[src/rtl/knn_vote_reader.sv]
// k-NN vote reader: takes one sorted distance/class vector per in_valid
// pulse and tallies the K nearest entries' classes, one rank per cycle.
// It then scans the C class tallies, one per cycle, for the majority
// class, and holds the result on a valid/ready handshake.
// Ports:
//   clk, rst          clock; synchronous active-high reset
//   in_valid          one-cycle capture pulse (accepted only in IDLE)
//   ascending         1: nearest entry at index 0; 0: at index N-1
//   in, in_type       N packed distances / classes, entry i at slice i
//   in_ready          high while IDLE
//   out_valid         result valid, held until out_ready
//   out_ready         downstream accept
//   out_class         winning class
//   out_votes         vote count of the winning class
//   out_min_dist      distance of the nearest entry
//   overrun           sticky: in_valid seen outside IDLE
module knn_vote_reader #(
    parameter  int L      = 3,
    parameter  int W      = 16,
    parameter  int TYPE_W = 3,
    parameter  int K      = 5,
    localparam int N      = 1 << L,
    localparam int C      = 1 << TYPE_W,
    localparam int VW     = $clog2(K + 1)
) (
    input  logic                  clk,
    input  logic                  rst,
    input  logic                  in_valid,
    input  logic                  ascending,
    input  logic [W*N-1:0]        in,
    input  logic [TYPE_W*N-1:0]   in_type,
    output logic                  in_ready,
    output logic                  out_valid,
    input  logic                  out_ready,
    output logic [TYPE_W-1:0]     out_class,
    output logic [VW-1:0]         out_votes,
    output logic [W-1:0]          out_min_dist,
    output logic                  overrun
);

    if (K < 1 || K > N) begin : g_bad_k
        $error("knn_vote_reader: K must satisfy 1 <= K <= N");
    end

    typedef enum logic [1:0] {
        IDLE   = 2'd0,
        COUNT  = 2'd1,
        ARGMAX = 2'd2,
        DONE   = 2'd3
    } state_t;

    localparam logic [VW-1:0]     K_LAST = VW'(K - 1);
    localparam logic [TYPE_W-1:0] C_LAST = TYPE_W'(C - 1);

    state_t                         state_q, state_d;
    logic [N-1:0][TYPE_W-1:0]       type_q, type_d;
    logic                           asc_q, asc_d;
    logic [VW-1:0]                  k_q, k_d;
    logic [TYPE_W-1:0]              c_q, c_d;
    logic [C-1:0][VW-1:0]           votes_q, votes_d;
    logic [TYPE_W-1:0]              best_cls_q, best_cls_d;
    logic [VW-1:0]                  best_votes_q, best_votes_d;
    logic [TYPE_W-1:0]              out_class_q, out_class_d;
    logic [VW-1:0]                  out_votes_q, out_votes_d;
    logic [W-1:0]                   min_dist_q, min_dist_d;
    logic                           overrun_q, overrun_d;

    logic [L-1:0]                   k_idx;
    logic [L-1:0]                   idx;
    logic [TYPE_W-1:0]              rank_cls;
    logic                           better;
    logic [TYPE_W-1:0]              scan_cls;
    logic [VW-1:0]                  scan_votes;

    // Only the two end entries of the distance vector can be the nearest.
    logic unused_dist;
    assign unused_dist = ^in;

    // In L bits, N-1-k is simply the bitwise complement of k.
    assign k_idx    = L'(k_q);
    assign idx      = asc_q ? k_idx : ~k_idx;
    assign rank_cls = type_q[idx];

    // Strict compare keeps the lowest class index on ties.
    assign better     = votes_q[c_q] > best_votes_q;
    assign scan_cls   = better ? c_q : best_cls_q;
    assign scan_votes = better ? votes_q[c_q] : best_votes_q;

    always_comb begin
        state_d      = state_q;
        type_d       = type_q;
        asc_d        = asc_q;
        k_d          = k_q;
        c_d          = c_q;
        votes_d      = votes_q;
        best_cls_d   = best_cls_q;
        best_votes_d = best_votes_q;
        out_class_d  = out_class_q;
        out_votes_d  = out_votes_q;
        min_dist_d   = min_dist_q;
        overrun_d    = overrun_q | (in_valid & (state_q != IDLE));

        unique case (state_q)
            IDLE: begin
                if (in_valid) begin
                    type_d       = in_type;
                    asc_d        = ascending;
                    min_dist_d   = ascending ? in[W-1:0] : in[W*N-1 -: W];
                    k_d          = '0;
                    c_d          = '0;
                    votes_d      = '0;
                    best_cls_d   = '0;
                    best_votes_d = '0;
                    state_d      = COUNT;
                end
            end
            COUNT: begin
                votes_d[rank_cls] = votes_q[rank_cls] + VW'(1);
                k_d = k_q + VW'(1);
                if (k_q == K_LAST) begin
                    state_d = ARGMAX;
                end
            end
            ARGMAX: begin
                best_cls_d   = scan_cls;
                best_votes_d = scan_votes;
                c_d          = c_q + TYPE_W'(1);
                if (c_q == C_LAST) begin
                    out_class_d = scan_cls;
                    out_votes_d = scan_votes;
                    state_d     = DONE;
                end
            end
            DONE: begin
                if (out_ready) begin
                    state_d = IDLE;
                end
            end
            default: state_d = IDLE;
        endcase
    end

    always_ff @(posedge clk) begin
        if (rst) begin
            state_q      <= IDLE;
            type_q       <= '0;
            asc_q        <= 1'b0;
            k_q          <= '0;
            c_q          <= '0;
            votes_q      <= '0;
            best_cls_q   <= '0;
            best_votes_q <= '0;
            out_class_q  <= '0;
            out_votes_q  <= '0;
            min_dist_q   <= '0;
            overrun_q    <= 1'b0;
        end else begin
            state_q      <= state_d;
            type_q       <= type_d;
            asc_q        <= asc_d;
            k_q          <= k_d;
            c_q          <= c_d;
            votes_q      <= votes_d;
            best_cls_q   <= best_cls_d;
            best_votes_q <= best_votes_d;
            out_class_q  <= out_class_d;
            out_votes_q  <= out_votes_d;
            min_dist_q   <= min_dist_d;
            overrun_q    <= overrun_d;
        end
    end

    assign in_ready     = (state_q == IDLE);
    assign out_valid    = (state_q == DONE);
    assign out_class    = out_class_q;
    assign out_votes    = out_votes_q;
    assign out_min_dist = min_dist_q;
    assign overrun      = overrun_q;

endmodule
[config.mk]
export PLATFORM = sky130hd
export DESIGN_NAME = knn_vote_reader
export DESIGN_NICKNAME = d
export VERILOG_FILES = /design/src/rtl/knn_vote_reader.sv
export SDC_FILE = /design/constraint.sdc
export NUM_CORES = 1
export LEC_CHECK = 0
export CAP_MARGIN = 40
export CORE_MARGIN = 5
export CORE_UTILIZATION = 47
export CTS_CLUSTER_DIAMETER = 40
export DETAILED_ROUTE_END_ITERATION = 8
export PLACE_DENSITY = 0.85
export SYNTH_ARGS = -nofsm -noshare
export SYNTH_HDL_FRONTEND = slang
export SYNTH_SLANG_ARGS = --single-unit
[constraint.sdc]
create_clock -name clk -period 7.8 [get_ports clk]
set_input_delay 0.78 -clock clk [delete_from_list [all_inputs] [get_ports clk]]
set_output_delay 0.78 -clock clk [all_outputs]
set_load 0.02 [all_outputs]
* After elaboration in Yosys (flattened, before gate mapping)
Cells that the tools add are included.
Cells by class: muxes and demuxes 25, bitwise logic cells 3, reductions and logical operators 10, equality and inequality tests 9, magnitude comparators 5, $add $sub $neg 3
Operators by type and width (count):
- $pmux W24 S2 | 1
- $bmux W3 S3 | 3
- $bwmux W24 | 1
- $mux W24 | 1
- $mux W3 | 8
- $pmux W3 S2 | 4
- $mux W16 | 1
- $lt A3 B4 Y1 const B | 3
- $add A3 B1 Y3 const B | 3
- $demux W3 S3 | 1
- $mux W2 | 4
- $pmux W2 S4 | 1
- $reduce_and A2 Y1 | 4
- $eq A3 B3 Y1 const B | 2
- $ne A2 B2 Y1 const B | 3
- $reduce_bool A2 Y1 | 3
- $eq A2 B2 Y1 const B | 2
- $reduce_and A4 Y1 | 1
- $ge A3 B1 Y1 const B | 1
- $gt A3 B3 Y1 | 1
- $not A3 Y3 | 1
- $eq A2 B1 Y1 const B | 1
- $logic_not A2 Y1 | 1
- $ne A2 B1 Y1 const B | 1
- 3 further kinds | 3
Word-level totals: input bits 157, output and inout port bits 25, flip-flop bits (word level) 86

* Logic depth before layout (Yosys ltp)
depth after elaboration 10, gate-level depth with buffers 16, mapped depth without buffers 12

* Worst setup path before layout
OpenSTA, ideal clock, no wires.
kind reg-to-reg, start reg c_q[0], end reg best_votes_q[1], library setup time 0.128 ns, arrival 2.694 ns, path buffers 2, clock period less this slack 2.821 ns, required time 7.672 ns, cell stages (with the launch flop) 12, setup slack 4.979 ns, cells stage by stage dfxtp_1 -> buf_2 -> mux4_2 -> mux2_2 -> ha_1 -> nor2b_1 -> o21ai_0 -> a32oi_1 -> clkbuf_1 -> o21ai_0 -> a22oi_1 -> nor2_1
On the way: longest elaborated chain between the ends 5
RTL lines:
- start: declaration | RTL line 59 | logic [TYPE_W-1:0] c_q, c_d;
- start signal: assignment | RTL line 149 | c_q <= '0;
- start signal: assignment | RTL line 162 | c_q <= c_d;
- $bmux W3 S3 (*) | RTL line 85, 87
- $mux W3 (not written as such) (*) | RTL line 85, 87
- $gt A3 B3 Y1 | RTL line 85 | assign better = votes_q[c_q] > best_votes_q;
- $mux W3 (*) | RTL line 87 | assign scan_votes = better ? votes_q[c_q] : best_votes_q;
- $pmux W3 S2 (*) | RTL line 103 | unique case (state_q)
- end signal: assignment | RTL line 165 | best_votes_q <= best_votes_d;
- end: declaration | RTL line 62 | logic [VW-1:0] best_votes_q, best_votes_d;
Every way passes the cells marked *; elsewhere a longest branch is shown, timed or not. The select of a mux whose other input is x is not followed. A chain may end at the register's enable or synchronous reset.

* Final worst setup path
start reg k_q[0] (netlist: k_idx[0]), end reg votes_q[10] (netlist bit)
On the way: longest elaborated chain between the ends 10
RTL lines:
- start: declaration | RTL line 58 | logic [VW-1:0] k_q, k_d;
- start signal: assignment | RTL line 161 | k_q <= k_d;
- $not A3 Y3 | RTL line 81 | assign idx = asc_q ? k_idx : ~k_idx;
- $mux W3 (*) | RTL line 81
- $bmux W3 S3 (*) | RTL line 82 | assign rank_cls = type_q[idx];
- $mux W3 (not written as such) (*) | RTL line 82
- branches (longest 4 deep; another with $add A3 B1 Y3)
- $bwmux W24 (*) | RTL line 118 | votes_d[rank_cls] = votes_q[rank_cls] + VW'(1);
- $pmux W24 S2 (*) | RTL line 103
- end signal: assignment | RTL line 163 | votes_q <= votes_d;
- end: declaration | RTL line 60 | logic [C-1:0][VW-1:0] votes_q, votes_d;
Every way passes the cells marked *. The select of a mux whose other input is x is not followed.

==> reports/results.md <==
| Stage | Item | This run |
|:---|:---|:---|
| outcome | Result of the run | complete, no violations |
| critical path | Capturing element type of the critical path | flop |
| detailed routing | Post-DR vias/cell | 5.87 |
| synth | Leading post-synthesis cells by cell area | dfxtp_1, mux2i_1, nand2_1, a21oi_1, mux4_2 |
| synth | Library cell occupying the most area in the post-synthesis netlist | dfxtp_1 |
| timing | Final setup vio count | 0 |
| detailed routing | Drt first-iter violations | 237 |
| critical path | CP max-delay cell | mux4_2 |
| critical path | Critical path cell sequence | buf_4 > mux2_4 > or3_1 > o221ai_1 > and2_1 > mux4_2 > nand2_1 > nand2_1 > ha_1 > nand3_1 > nor2_1 > nand3_1 > a21oi_1 |
| critical path | Buf+Inv Stages, Crit Path | 1 |
| timing | Actual transition at the worst max-transition pin | 965 ps |
| cts | CTS clock-pin slew for the worst setup and hold paths | 90 ps |
| power and ir drop | Static leakage | 2.00 nW |
| synth | Top-area cell type share of the netlist area | 0.380 |
| die | Overall die area | 0.0117 sq mm |
| placement | Weighted congestion reported at the end of routability-driven placement | 0.892 |
| placement | Count of port buffers added during placement | 85 |
| synth | Proportion of register bits with asynchronous set or reset after synthesis | 0 |
| cts | CTS Root Cell | clkbuf_8 |
| die | Count of pins on the block boundary | 182 |
| synth | Post-Synthesis Net Count | 691 |
| synth | Commonest cells post-synth | dfxtp_1, nand2_1, a21oi_1 |
| synth | Number of storage elements in the synthesis netlist | 86 |
| critical path | Worst setup path class | flop to flop |
| synth | Netlist Area Pre-Place | 0.00453 sq mm |
| placement | Setup slack after placement | 4050 ps |
| grt | Maximum number of pins on one net before global-route repair | 73 |
| timing | Unrepaired setup endpoints after global routing | no |
| synth | Simple-gate area share of the yosys netlist | 0.185 |
| synth | Synthesized area divided by synthesized cell count | 8.67 sq um |
| detailed routing | Drt wl/cell | 16.5 um |
| cts | CTS Buf Count | 9 |
| synth | Sequential-to-total area share from yosys stat | 0.380 |
| cts | Largest buffer count on any clock path | 2 |
| grt | First-pass GRT wire length | 19.6 mm |
| power and ir drop | Pwr dens | 266 mW/mm^2 |
| layout | Antenna diode instance count | 0 |
| layout | Nets | 753 |
| detailed routing | DRT Pass-1 Iters | 5 |
| hold path | Kind of path behind the tightest hold check | flop to flop |
| critical path | Max FO, Critical Path | 26 |
| timing | Max Slew Vio Count | 0 |
| synth | Multiplexer share of the synthesized area | 0.146 |
| die | Core area | 0.00933 sq mm |
| grt | Global router's overall resource usage | 0.206 |
| cts | Post-CTS Setup Repair Bufs | 0 |
| synth | Warnings from Yosys | 0 |
| synth | Most used flip-flop cell after synthesis | dfxtp_1 |
| critical path | Critical Path Max Stage Delay | 590 ps |
| critical path | Startpoint types | flop |
| critical path | Data arrival time of the critical path | 4110 ps |
| cts | Clk sink count | 86 |
| grt | Initial antenna violation count | 0 |
| timing | Endpoints failing hold | 0 |
| timing | Final min period | 3820 ps |
| critical path | Cell class contributing the biggest share of worst-path delay | simple AND/OR/NAND/NOR gates |
| synth | Synthesized instance count | 522 |
| detailed routing | Antenna viol nets, final | 0 |
| timing | Tcrit/Tclk final | 0.490 |
| placement | HPWL after DPL | 8.59 mm |
| timing | Layout Skew | 12.0 ps |
| cts | TritonCTS clock tree | yes |
| synth | Xor/xnor cell area share of the yosys netlist | 0.00193 |
| synth | Adder-cell share of the synthesized area | 0.0332 |
| detailed routing | DRC | 0 |
| layout | Layout cell share with drive strength beyond 1 | 0.0730 |
| grt | Grt total ovfl | 0 |
| synth | Area fraction in compound gates after synthesis | 0.193 |
| timing | Max_slew headroom | 0.357 |
| die | Width of the chip | 108 um |
| detailed routing | Vias post-DR | 4215 |
| critical path | WP data required | 8090 ps |
| die | Placement Rows | 35 |
| cts | Post_cts resized | 0 |
| layout | Area growth, synth to finish | 22.9% |
| synth | Most repeated cell in the gate-level netlist after synthesis | dfxtp_1 |
| cts | Clock insertion delay at the later pin of the skew report | 360 ps |
| flow run | Number of max-cap violations | 0 |
| synth | Number of unique standard cell types used by synthesis | 51 |
| cts | H-tree Lvls | 3 |
| die | Height of the chip | 108 um |
| timing | F_max | 0.262 GHz |
| synth | Main combinational cell family by area after synthesis | compound AO/OA/AOI/OAI gates |
| timing | Total negative slack for setup checks | 0 ps |
| cts | Hold bufs inserted after CTS | 0 |
| grt | Vias in the first global route | 4202 |
| power and ir drop | Worst-case vdd ir drop | 0.214 mV |
| synth | Number of enable flip-flop cells after synthesis | 0 |
| die | Initial cell density of the core | 0.485 |
| detailed routing | Post-detailed-routing wire length | 11.8 mm |
| timing | Final setup margin | 3980 ps |
==> cell families (layout without fill, tap and decap cells) <==
| kind of cell | after synthesis | in the layout |
|---|---|---|
| and+or+nand+nor | 184 | 184 |
| AOI/OAI and AO/OA | 134 | 134 |
| DFF | 86 | 86 |
| muxes | 55 | 55 |
| buffers and inverters | 50 | 117 |
| adders and majority gates | 12 | 12 |
| xor gates and xnor gates | 1 | 1 |
==> report_power, final <==
part / internal, mW / leakage (nW) / switching (mW)
clock network: 0.150 / 0.0895 / 0.171
registers: 0.498 / 0.701 / 0.0499
logic: 0.243 / 1.21 / 0.366
==> final cells by class <==
type | instances | area [sq um]
clock buffers | 10 | 128
clock inverters | 6 | 70.1
fillers | 794 | 3760
inverters | 12 | 45.0
multi-input cells | 386 | 2530
flip-flops and latches | 86 | 1720
well taps | 129 | 161
repair buffers | 89 | 903
==> per-stage QoR <==
step | hold slack [ps] | std cells | area, sq um | total power, mW | util
after floorplan | 438 | 522 | 4530 | 0.992 | -
after global placement | 448 | 700 | 5320 | 1.12 | 0.571
after detailed placement | 457 | 702 | 5370 | 1.15 | 0.575
after CTS | 473 | 718 | 5560 | 1.48 | 0.597
after global routing | 498 | 718 | 5560 | 1.56 | 0.597
final | 475 | 718 | 5560 | 1.48 | 0.597
==> per-layer routing <==
metal	part of all wire	GRT usage	wire [um]	up-vias
met5	0	0	0	-
met4	0.019	0.0712	219	0
met1	0.41	0.247	4860	2026
met2	0.50	0.362	5870	158
met3	0.074	0.0484	881	27
li1	-	-	-	2004
==> cells in the final DEF, fill, tap and decap left out, types with 2 or more instances in the layout <==
| cell | instances |
|---|---|
| nand3b_1 | 12 |
| mux2i_1 | 40 |
| nand3_1 | 11 |
| a211oi_1 | 19 |
| a21o_1 | 8 |
| inv_6 | 2 |
| dfxtp_1 | 86 |
| nand2_1 | 85 |
| mux4_2 | 8 |
| a2bb2oi_1 | 2 |
| nand4_1 | 2 |
| nor3_1 | 9 |
| o21ai_1 | 4 |
| clkbuf_8 | 9 |
| o221ai_1 | 5 |
| o22ai_1 | 9 |
| nor4_2 | 2 |
| clkinvlp_4 | 3 |
| and2_1 | 3 |
| a21oi_1 | 47 |
| mux2_2 | 4 |
| clkdlybuf4s50_1 | 84 |
| nor2b_1 | 4 |
| or2_1 | 2 |
| inv_1 | 12 |
| o21bai_1 | 4 |
| mux2_1 | 2 |
| o31ai_1 | 8 |
| ha_1 | 12 |
| nor2_2 | 2 |
| a32oi_1 | 5 |
| nor2_1 | 43 |
| or3_1 | 3 |
| nand2b_1 | 3 |
| buf_4 | 2 |
| a22oi_1 | 6 |
| o21ai_0 | 8 |
==> worst register-to-register path, stage by stage, from the launching register on <==
cell and delay (ps):
dfxtp_1 370, buf_4 380, mux2_4 360, or3_1 320, o221ai_1 90, and2_1 570, mux4_2 590, nand2_1 90
nand2_1 60, ha_1 290, nand3_1 90, nor2_1 250, nand3_1 120, a21oi_1 180
==> path summary, 6_finish.rpt <==
kind                                    from            to  slack, ps  cells after the start
worst min-delay path            out_votes[0]  out_votes[0]        480                      2
worst max register to register      k_idx[0]   votes_q[10]       3980                     13
worst min register to register  out_votes[0]  out_votes[0]        480                      2
worst max-delay path                k_idx[0]   votes_q[10]       3980                     13
Power figures use the tool's default switching activity.
